<file path="src/rtl/hazard_pkg.sv">
// Shared types and constants for the pipeline hazard controller.
package hazard_pkg;

    // Controller state; encoding is visible on state_o.
    typedef enum logic [1:0] {
        StRun     = 2'd0,
        StMcWait  = 2'd1,
        StMemWait = 2'd2
    } state_e;

    // Operand source selects for the EX-stage forwarding muxes.
    localparam logic [1:0] FWD_RF  = 2'd0;
    localparam logic [1:0] FWD_WB  = 2'd1;
    localparam logic [1:0] FWD_MEM = 2'd2;

endpackage

</file>
<file path="src/rtl/hazard_fwd_mux.sv">
// Forwarding compare and 3:1 operand mux for one EX-stage source operand.
module hazard_fwd_mux
    import hazard_pkg::*;
#(
    parameter int unsigned DATA_W  = 32,
    parameter int unsigned RADDR_W = 5
) (
    input  logic               enable,
    input  logic [RADDR_W-1:0] src,
    input  logic [DATA_W-1:0]  rf_data,
    input  logic [RADDR_W-1:0] mem_waddr,
    input  logic               mem_regwrite,
    input  logic               mem_memread,
    input  logic [DATA_W-1:0]  mem_data,
    input  logic [RADDR_W-1:0] wb_waddr,
    input  logic               wb_regwrite,
    input  logic [DATA_W-1:0]  wb_data,
    output logic [1:0]         sel,
    output logic [DATA_W-1:0]  operand
);

    logic hit_mem;
    logic hit_wb;

    // A load in MEM has no data yet, so it is never a forwarding source; MEM wins ties.
    always_comb begin
        hit_mem = mem_regwrite && !mem_memread && (mem_waddr != '0) && (mem_waddr == src);
        hit_wb  = wb_regwrite && (wb_waddr != '0) && (wb_waddr == src);
        sel     = FWD_RF;
        if (enable) begin
            if (hit_mem) begin
                sel = FWD_MEM;
            end else if (hit_wb) begin
                sel = FWD_WB;
            end
        end
    end

    // Operand mux driven by the select above.
    always_comb begin
        operand = rf_data;
        case (sel)
            FWD_MEM: operand = mem_data;
            FWD_WB:  operand = wb_data;
            default: operand = rf_data;
        endcase
    end

endmodule

</file>
<file path="src/rtl/pipe_hazard_ctrl.sv">
// Hazard, forwarding and flush controller for the 5-stage pipeline: load-use stall,
// taken-branch flush, data-memory wait, multi-cycle EX ops and perf counters.
module pipe_hazard_ctrl
    import hazard_pkg::*;
#(
    parameter int unsigned DATA_W      = 32,
    parameter int unsigned RADDR_W     = 5,
    parameter int unsigned MC_LAT      = 4,
    parameter int unsigned MEM_TIMEOUT = 16,
    parameter int unsigned CNT_W       = 16
) (
    input  logic               clock,
    input  logic               reset,
    input  logic [RADDR_W-1:0] id_rs,
    input  logic [RADDR_W-1:0] id_rt,
    input  logic               id_uses_rs,
    input  logic               id_uses_rt,
    input  logic [RADDR_W-1:0] ex_rs,
    input  logic [RADDR_W-1:0] ex_rt,
    input  logic [RADDR_W-1:0] ex_waddr,
    input  logic               ex_regwrite,
    input  logic               ex_memread,
    input  logic               ex_mc_start,
    input  logic [DATA_W-1:0]  ex_rdA,
    input  logic [DATA_W-1:0]  ex_rdB,
    input  logic [RADDR_W-1:0] mem_waddr,
    input  logic               mem_regwrite,
    input  logic               mem_memread,
    input  logic [DATA_W-1:0]  mem_alu_out,
    input  logic [RADDR_W-1:0] wb_waddr,
    input  logic               wb_regwrite,
    input  logic [DATA_W-1:0]  wb_data,
    input  logic               branch_taken,
    input  logic               dmem_req,
    input  logic               dmem_ready,
    output logic               pc_write,
    output logic               ifid_write,
    output logic               idex_write,
    output logic               exmem_write,
    output logic               memwb_write,
    output logic               ifid_flush,
    output logic               idex_flush,
    output logic               exmem_flush,
    output logic               memwb_flush,
    output logic [1:0]         fwd_a,
    output logic [1:0]         fwd_b,
    output logic [DATA_W-1:0]  ex_opA,
    output logic [DATA_W-1:0]  ex_opB,
    output logic               mc_abort,
    output logic [1:0]         state_o,
    output logic [CNT_W-1:0]   stall_cnt,
    output logic [CNT_W-1:0]   flush_cnt,
    output logic               err_timeout
);

    localparam int unsigned MC_W   = (MC_LAT > 1) ? $clog2(MC_LAT) : 1;
    localparam int unsigned WAIT_W = $clog2(MEM_TIMEOUT + 1);

    state_e            state_q, state_d;
    logic [MC_W-1:0]   mc_cnt_q, mc_cnt_d;
    logic [WAIT_W-1:0] wait_cnt_q, wait_cnt_d;
    logic              resume_mc_q, resume_mc_d;
    logic              err_q, err_d;
    logic [CNT_W-1:0]  stall_cnt_q, flush_cnt_q;

    logic freeze;
    logic load_use;
    logic in_mc;
    logic branch_flush;

    // ex_regwrite is carried for interface symmetry; hazards key off ex_memread alone.
    logic unused_ex_regwrite;
    assign unused_ex_regwrite = ex_regwrite;

    assign freeze   = dmem_req && !dmem_ready;
    assign load_use = ex_memread && (ex_waddr != '0) &&
                      ((id_uses_rs && (ex_waddr == id_rs)) ||
                       (id_uses_rt && (ex_waddr == id_rt)));
    // A memory wait that interrupted a multi-cycle op resumes it once dmem_ready returns.
    assign in_mc    = (state_q == StMcWait) || ((state_q == StMemWait) && resume_mc_q);

    // Next-state, enable and flush decode in priority order.
    always_comb begin
        pc_write     = 1'b1;
        ifid_write   = 1'b1;
        idex_write   = 1'b1;
        exmem_write  = 1'b1;
        memwb_write  = 1'b1;
        ifid_flush   = 1'b0;
        idex_flush   = 1'b0;
        exmem_flush  = 1'b0;
        memwb_flush  = 1'b0;
        mc_abort     = 1'b0;
        branch_flush = 1'b0;
        state_d      = state_q;
        mc_cnt_d     = mc_cnt_q;
        resume_mc_d  = resume_mc_q;
        wait_cnt_d   = '0;
        err_d        = err_q;

        if (!reset) begin
            pc_write    = 1'b0;
            ifid_write  = 1'b0;
            idex_write  = 1'b0;
            exmem_write = 1'b0;
            memwb_write = 1'b0;
        end else if (freeze) begin
            pc_write    = 1'b0;
            ifid_write  = 1'b0;
            idex_write  = 1'b0;
            exmem_write = 1'b0;
            memwb_write = 1'b0;
            memwb_flush = 1'b1;
            state_d     = StMemWait;
            resume_mc_d = in_mc;
            wait_cnt_d  = (wait_cnt_q == WAIT_W'(MEM_TIMEOUT)) ? wait_cnt_q : wait_cnt_q + 1'b1;
            if (wait_cnt_d == WAIT_W'(MEM_TIMEOUT)) begin
                err_d = 1'b1;
            end
        end else if (branch_taken) begin
            ifid_flush   = 1'b1;
            idex_flush   = 1'b1;
            exmem_flush  = 1'b1;
            branch_flush = 1'b1;
            mc_abort     = in_mc;
            mc_cnt_d     = '0;
            resume_mc_d  = 1'b0;
            state_d      = StRun;
        end else if (in_mc) begin
            resume_mc_d = 1'b0;
            if (mc_cnt_q == MC_W'(1)) begin
                mc_cnt_d = '0;
                state_d  = StRun;
            end else begin
                pc_write    = 1'b0;
                ifid_write  = 1'b0;
                idex_write  = 1'b0;
                exmem_flush = 1'b1;
                mc_cnt_d    = mc_cnt_q - 1'b1;
                state_d     = StMcWait;
            end
        end else begin
            resume_mc_d = 1'b0;
            state_d     = StRun;
            // The start cycle itself is the first of MC_LAT EX cycles.
            if (ex_mc_start && (MC_LAT > 1)) begin
                pc_write    = 1'b0;
                ifid_write  = 1'b0;
                idex_write  = 1'b0;
                exmem_flush = 1'b1;
                mc_cnt_d    = MC_W'(MC_LAT - 1);
                state_d     = StMcWait;
            end else if (load_use) begin
                pc_write   = 1'b0;
                ifid_write = 1'b0;
                idex_flush = 1'b1;
            end
        end
    end

    // State, multi-cycle counter, memory-wait counter and sticky timeout flag.
    always_ff @(posedge clock) begin
        if (!reset) begin
            state_q     <= StRun;
            mc_cnt_q    <= '0;
            wait_cnt_q  <= '0;
            resume_mc_q <= 1'b0;
            err_q       <= 1'b0;
        end else begin
            state_q     <= state_d;
            mc_cnt_q    <= mc_cnt_d;
            wait_cnt_q  <= wait_cnt_d;
            resume_mc_q <= resume_mc_d;
            err_q       <= err_d;
        end
    end

    // Saturating stall and branch-flush performance counters.
    always_ff @(posedge clock) begin
        if (!reset) begin
            stall_cnt_q <= '0;
            flush_cnt_q <= '0;
        end else begin
            if (!pc_write && (stall_cnt_q != '1)) begin
                stall_cnt_q <= stall_cnt_q + 1'b1;
            end
            if (branch_flush && (flush_cnt_q != '1)) begin
                flush_cnt_q <= flush_cnt_q + 1'b1;
            end
        end
    end

    assign state_o     = state_q;
    assign stall_cnt   = stall_cnt_q;
    assign flush_cnt   = flush_cnt_q;
    assign err_timeout = err_q;

    hazard_fwd_mux #(
        .DATA_W (DATA_W),
        .RADDR_W(RADDR_W)
    ) u_fwd_a (
        .enable      (reset),
        .src         (ex_rs),
        .rf_data     (ex_rdA),
        .mem_waddr   (mem_waddr),
        .mem_regwrite(mem_regwrite),
        .mem_memread (mem_memread),
        .mem_data    (mem_alu_out),
        .wb_waddr    (wb_waddr),
        .wb_regwrite (wb_regwrite),
        .wb_data     (wb_data),
        .sel         (fwd_a),
        .operand     (ex_opA)
    );

    hazard_fwd_mux #(
        .DATA_W (DATA_W),
        .RADDR_W(RADDR_W)
    ) u_fwd_b (
        .enable      (reset),
        .src         (ex_rt),
        .rf_data     (ex_rdB),
        .mem_waddr   (mem_waddr),
        .mem_regwrite(mem_regwrite),
        .mem_memread (mem_memread),
        .mem_data    (mem_alu_out),
        .wb_waddr    (wb_waddr),
        .wb_regwrite (wb_regwrite),
        .wb_data     (wb_data),
        .sel         (fwd_b),
        .operand     (ex_opB)
    );

    // A memory access and a taken branch in MEM at once cannot come from a legal program.
    assert property (@(posedge clock) disable iff (!reset) !(dmem_req && branch_taken));

endmodule
</file>
<file path="config.mk">
export PLATFORM = sky130hd
export DESIGN_NAME = pipe_hazard_ctrl
export DESIGN_NICKNAME = d
export VERILOG_FILES = /design/src/rtl/hazard_pkg.sv /design/src/rtl/hazard_fwd_mux.sv /design/src/rtl/pipe_hazard_ctrl.sv
export SDC_FILE = /design/constraint.sdc
export NUM_CORES = 1
export LEC_CHECK = 0
export BUFFER_PORTS_ARGS = -buffer_cell sky130_fd_sc_hd__buf_2
export CAP_MARGIN = 10
export CORE_AREA = 4 4 109 111
export CTS_BUF_LIST = sky130_fd_sc_hd__clkbuf_16
export CTS_CLUSTER_SIZE = 24
export DETAILED_ROUTE_END_ITERATION = 7
export DIE_AREA = 0 0 113 115
export GPL_TIMING_DRIVEN = 0
export PLACE_DENSITY = 0.7
export SKIP_LAST_GASP = 1
export SLEW_MARGIN = 10
export SYNTH_ARGS = -nofsm -noshare
export SYNTH_HDL_FRONTEND = slang
export SYNTH_SLANG_ARGS = --single-unit
</file>
<file path="constraint.sdc">
create_clock -name clock -period 5.45 [get_ports clock]
set_clock_uncertainty 0.15 [all_clocks]
set_input_delay 0.8175 -clock clock [delete_from_list [all_inputs] [get_ports clock]]
set_output_delay 0.8175 -clock clock [all_outputs]
set_load 0.02 [all_outputs]
</file>
==> impl_results.md <==
* Layout area overhead at 48.6%
* Setup TNS at 0 ns
* Hold Crit Class: reg -> reg
* Global route overflow at 0
* Leakage at roughly 2.7 nW
* Core Rows at 38
* CTS sink count at 43
* Slew Limit Fails at 0
* Largest net degree at the start of global routing at 14
* Num CTS Buffers at 5
* Layout cells sized above 1 at 0.369
* Starting Density at 0.344
* Via Count at 5102
* Sequential cell area fraction in the yosys report at 0.232
* Min Tclk post-route at roughly 5 ns
* CTS tree: yes
* Vias per cell at about 5.3
* Iter 0 DRT Violations at 538
* Die ar. at 0.0130 sq mm
* Cell Area, Synth at 0.00371 sq mm
* Fillcell total at between 1000 and 1500
* CP arrival at roughly 4.0 ns
* RSZ-0062 raised after global routing: false
* Clock Latency Late Sink at ~0.28 ns
* Mapped Nets at between 700 and 800
* Drt wl/cell at between 15 and 20 um
* Status: finished clean
* Post-synth ARST share at 0
* Max_slew headroom at 0.401
* Root Driver: clkbuf_16
* Half-perimeter wire length after placement at 14500 um
* Power per cell area at around 180 mW/mm^2
* Final ANT Viol Nets at 0
* CP endpoint: ex_opB[30]
* Fmax at roughly 0.2 GHz
* R2r endpoint: stall_cnt[11]
* HP Start: err_timeout
* Routed WL at ~17000 um
* VDD IR max at 0.161 mV
* Post-synth EDFFs at 0
* Mapped Avg Cell Area at ~7.0 sq um
* Yosys reg bits at between 40 and 50
* Gp weighted congestion at around 1
* Core area at around 0.011 sq mm
* Max cap viols at 0
* Initial antenna violation count at 4
* Synth Warn # at 0
* Slowest cell on the critical path: nor4_1
* Kind of critical path: in -> out
* TritonRoute pass-1 iters at 5
* CP Cell Sequence: buf_2, or4_1, nor2_1, nor3b_1, nand4_1, nor3_1, nor4_1, ha_1, clkbuf_1, a22oi_1, o21ai_0, buf_2
* Worst-path clk slew at roughly 0.060 ns
* Worst path max stage delay at ~0.59 ns
* DR DRC count at 0
* Mapped Cells at 530
* Worst Setup SP: mem_waddr[0]
* Gr usage total at 0.243
* Longest Clk Path Bufs at 2
* Tightest Pin Transition at 0.887 ns
* Post-CTS setup buffers at 0
* Post-cts gate resize count at 0
* NumNets Final at around 1000
* Most used cell, CP: buf_2
* Count of different cell masters after synthesis at 45
* Final Util at 0.511
* Crit Path Max Fanout at 10
* Count of input and output buffers at 286
* Chip Height at between 100 and 150 um
* R2r worst-path depth at 7
* Final setup vio count at 0
* Most frequent cells in the layout: 286 x buf_2, 101 x nand2_1, 71 x o21ai_0, 64 x a22oi_1, 43 x dfxtp_1
* Fin crit share at 0.915
* R2R Setup Slk at 3.16 ns
* Vias in the first global route at between 4000 and 5000
* Required time of the critical path at about 4.5 ns
* Commonest non-fill, non-tap cell in the layout: buf_2
* Endpoints failing hold at 0
* Critical Path Sink Type: output port
* Reg2reg start: stall_cnt[4]
* Startpoint Class: input port
* Global-route wire length before repair at roughly 25000 um
* I/O pin count at between 200 and 300
* Die X at approximately 110 um
* Primary FF master, synth: dfxtp_1
* Post-CTS Hold Fix Bufs at 0
* H-tree depth at 2
-- cells by family after synthesis --
logic type / after synthesis / synth area share
AOI/OAI and AO/OA: 156 / 0.271
xor gates and xnor gates: 54 / 0.128
adders and majority gates: 9 / 0.0304
buffers and inverters: 51 / 0.0536
DFF: 43 / 0.232
muxes: 6 / 0.0162
and+or+nand+nor: 211 / 0.270
-- worst min-delay path by stage --
stage,end,slack (ns),cells past startpoint
after floorplan,mc_cnt_q[1],0.33,2
after global placement,err_timeout,0.32,2
after detailed placement,err_timeout,0.32,2
after CTS,err_timeout,0.33,2
after global routing,flush_cnt[4],0.39,2
final,err_timeout,0.33,2
-- cell usage after synthesis (10+ instances only) --
cell type / n / area, sq um
nor2_1: 40 / 150
nand3_1: 16 / 80.1
dfxtp_1: 43 / 861
xnor2_1: 37 / 324
xor2_1: 17 / 149
inv_1: 17 / 63.8
clkbuf_1: 30 / 113
nand4_1: 10 / 62.6
o21ai_0: 71 / 355
a22oi_1: 64 / 480
nand2_1: 101 / 379
-- registers in the layout (all words and copies together) (netlist names) --
signal	cells
state_o	2
resume_mc_q	1
wait_cnt_q	5
mc_cnt_q	2
err_timeout	1
flush_cnt	16
stall_cnt	16
-- area by class of cell --
cell class	count	area (sq um)	area share
antenna	3	7.51	0.00136
sequential	43	861	0.156
multi-input combinational	436	2650	0.481
tap	140	175	0.0318
buffer	33	131	0.0238
clock buffer	5	125	0.0227
timing repair buffer	286	1430	0.260
inverter	18	67.6	0.0123
clock inverter	3	63.8	0.0116
-- report_power, final --
group	total (mW)	switching (mW)	internal, mW
sequential	0.326	0.00573	0.320
combinational	0.268	0.157	0.111
clock	0.378	0.117	0.261
-- layer usage --
metal | vias up | GRT usage | routed length (um)
li1 | 2482 | - | -
met1 | 2319 | 0.332 | 7060
met2 | 275 | 0.389 | 8110
met3 | 24 | 0.0600 | 1720
met4 | 2 | 0.0577 | 233
met5 | - | 0 | 13
-- worst max-delay path: cells and delay by family --
family | cells | cell delay [ns]
fa+ha+maj | 1 | 0.38
compound gates | 2 | 0.60
simple gates | 6 | 1.40
buf+inv | 3 | 0.80
-- metrics by stage --
step | power, mW | instances | hold slack (ns) | setup slack, ns | cell area (sq um)
after detailed placement | 0.598 | 956 | 0.317 | 0.541 | 5320
after floorplan | 0.463 | 530 | 0.326 | 0.750 | 3710
after global placement | 0.596 | 956 | 0.321 | 0.525 | 5320
after CTS | 0.980 | 964 | 0.331 | 0.531 | 5500
after global routing | 1.02 | 967 | 0.387 | 0.315 | 5510
final | 0.971 | 967 | 0.330 | 0.464 | 5510
Note: power is estimated with default switching activity, not from simulation.
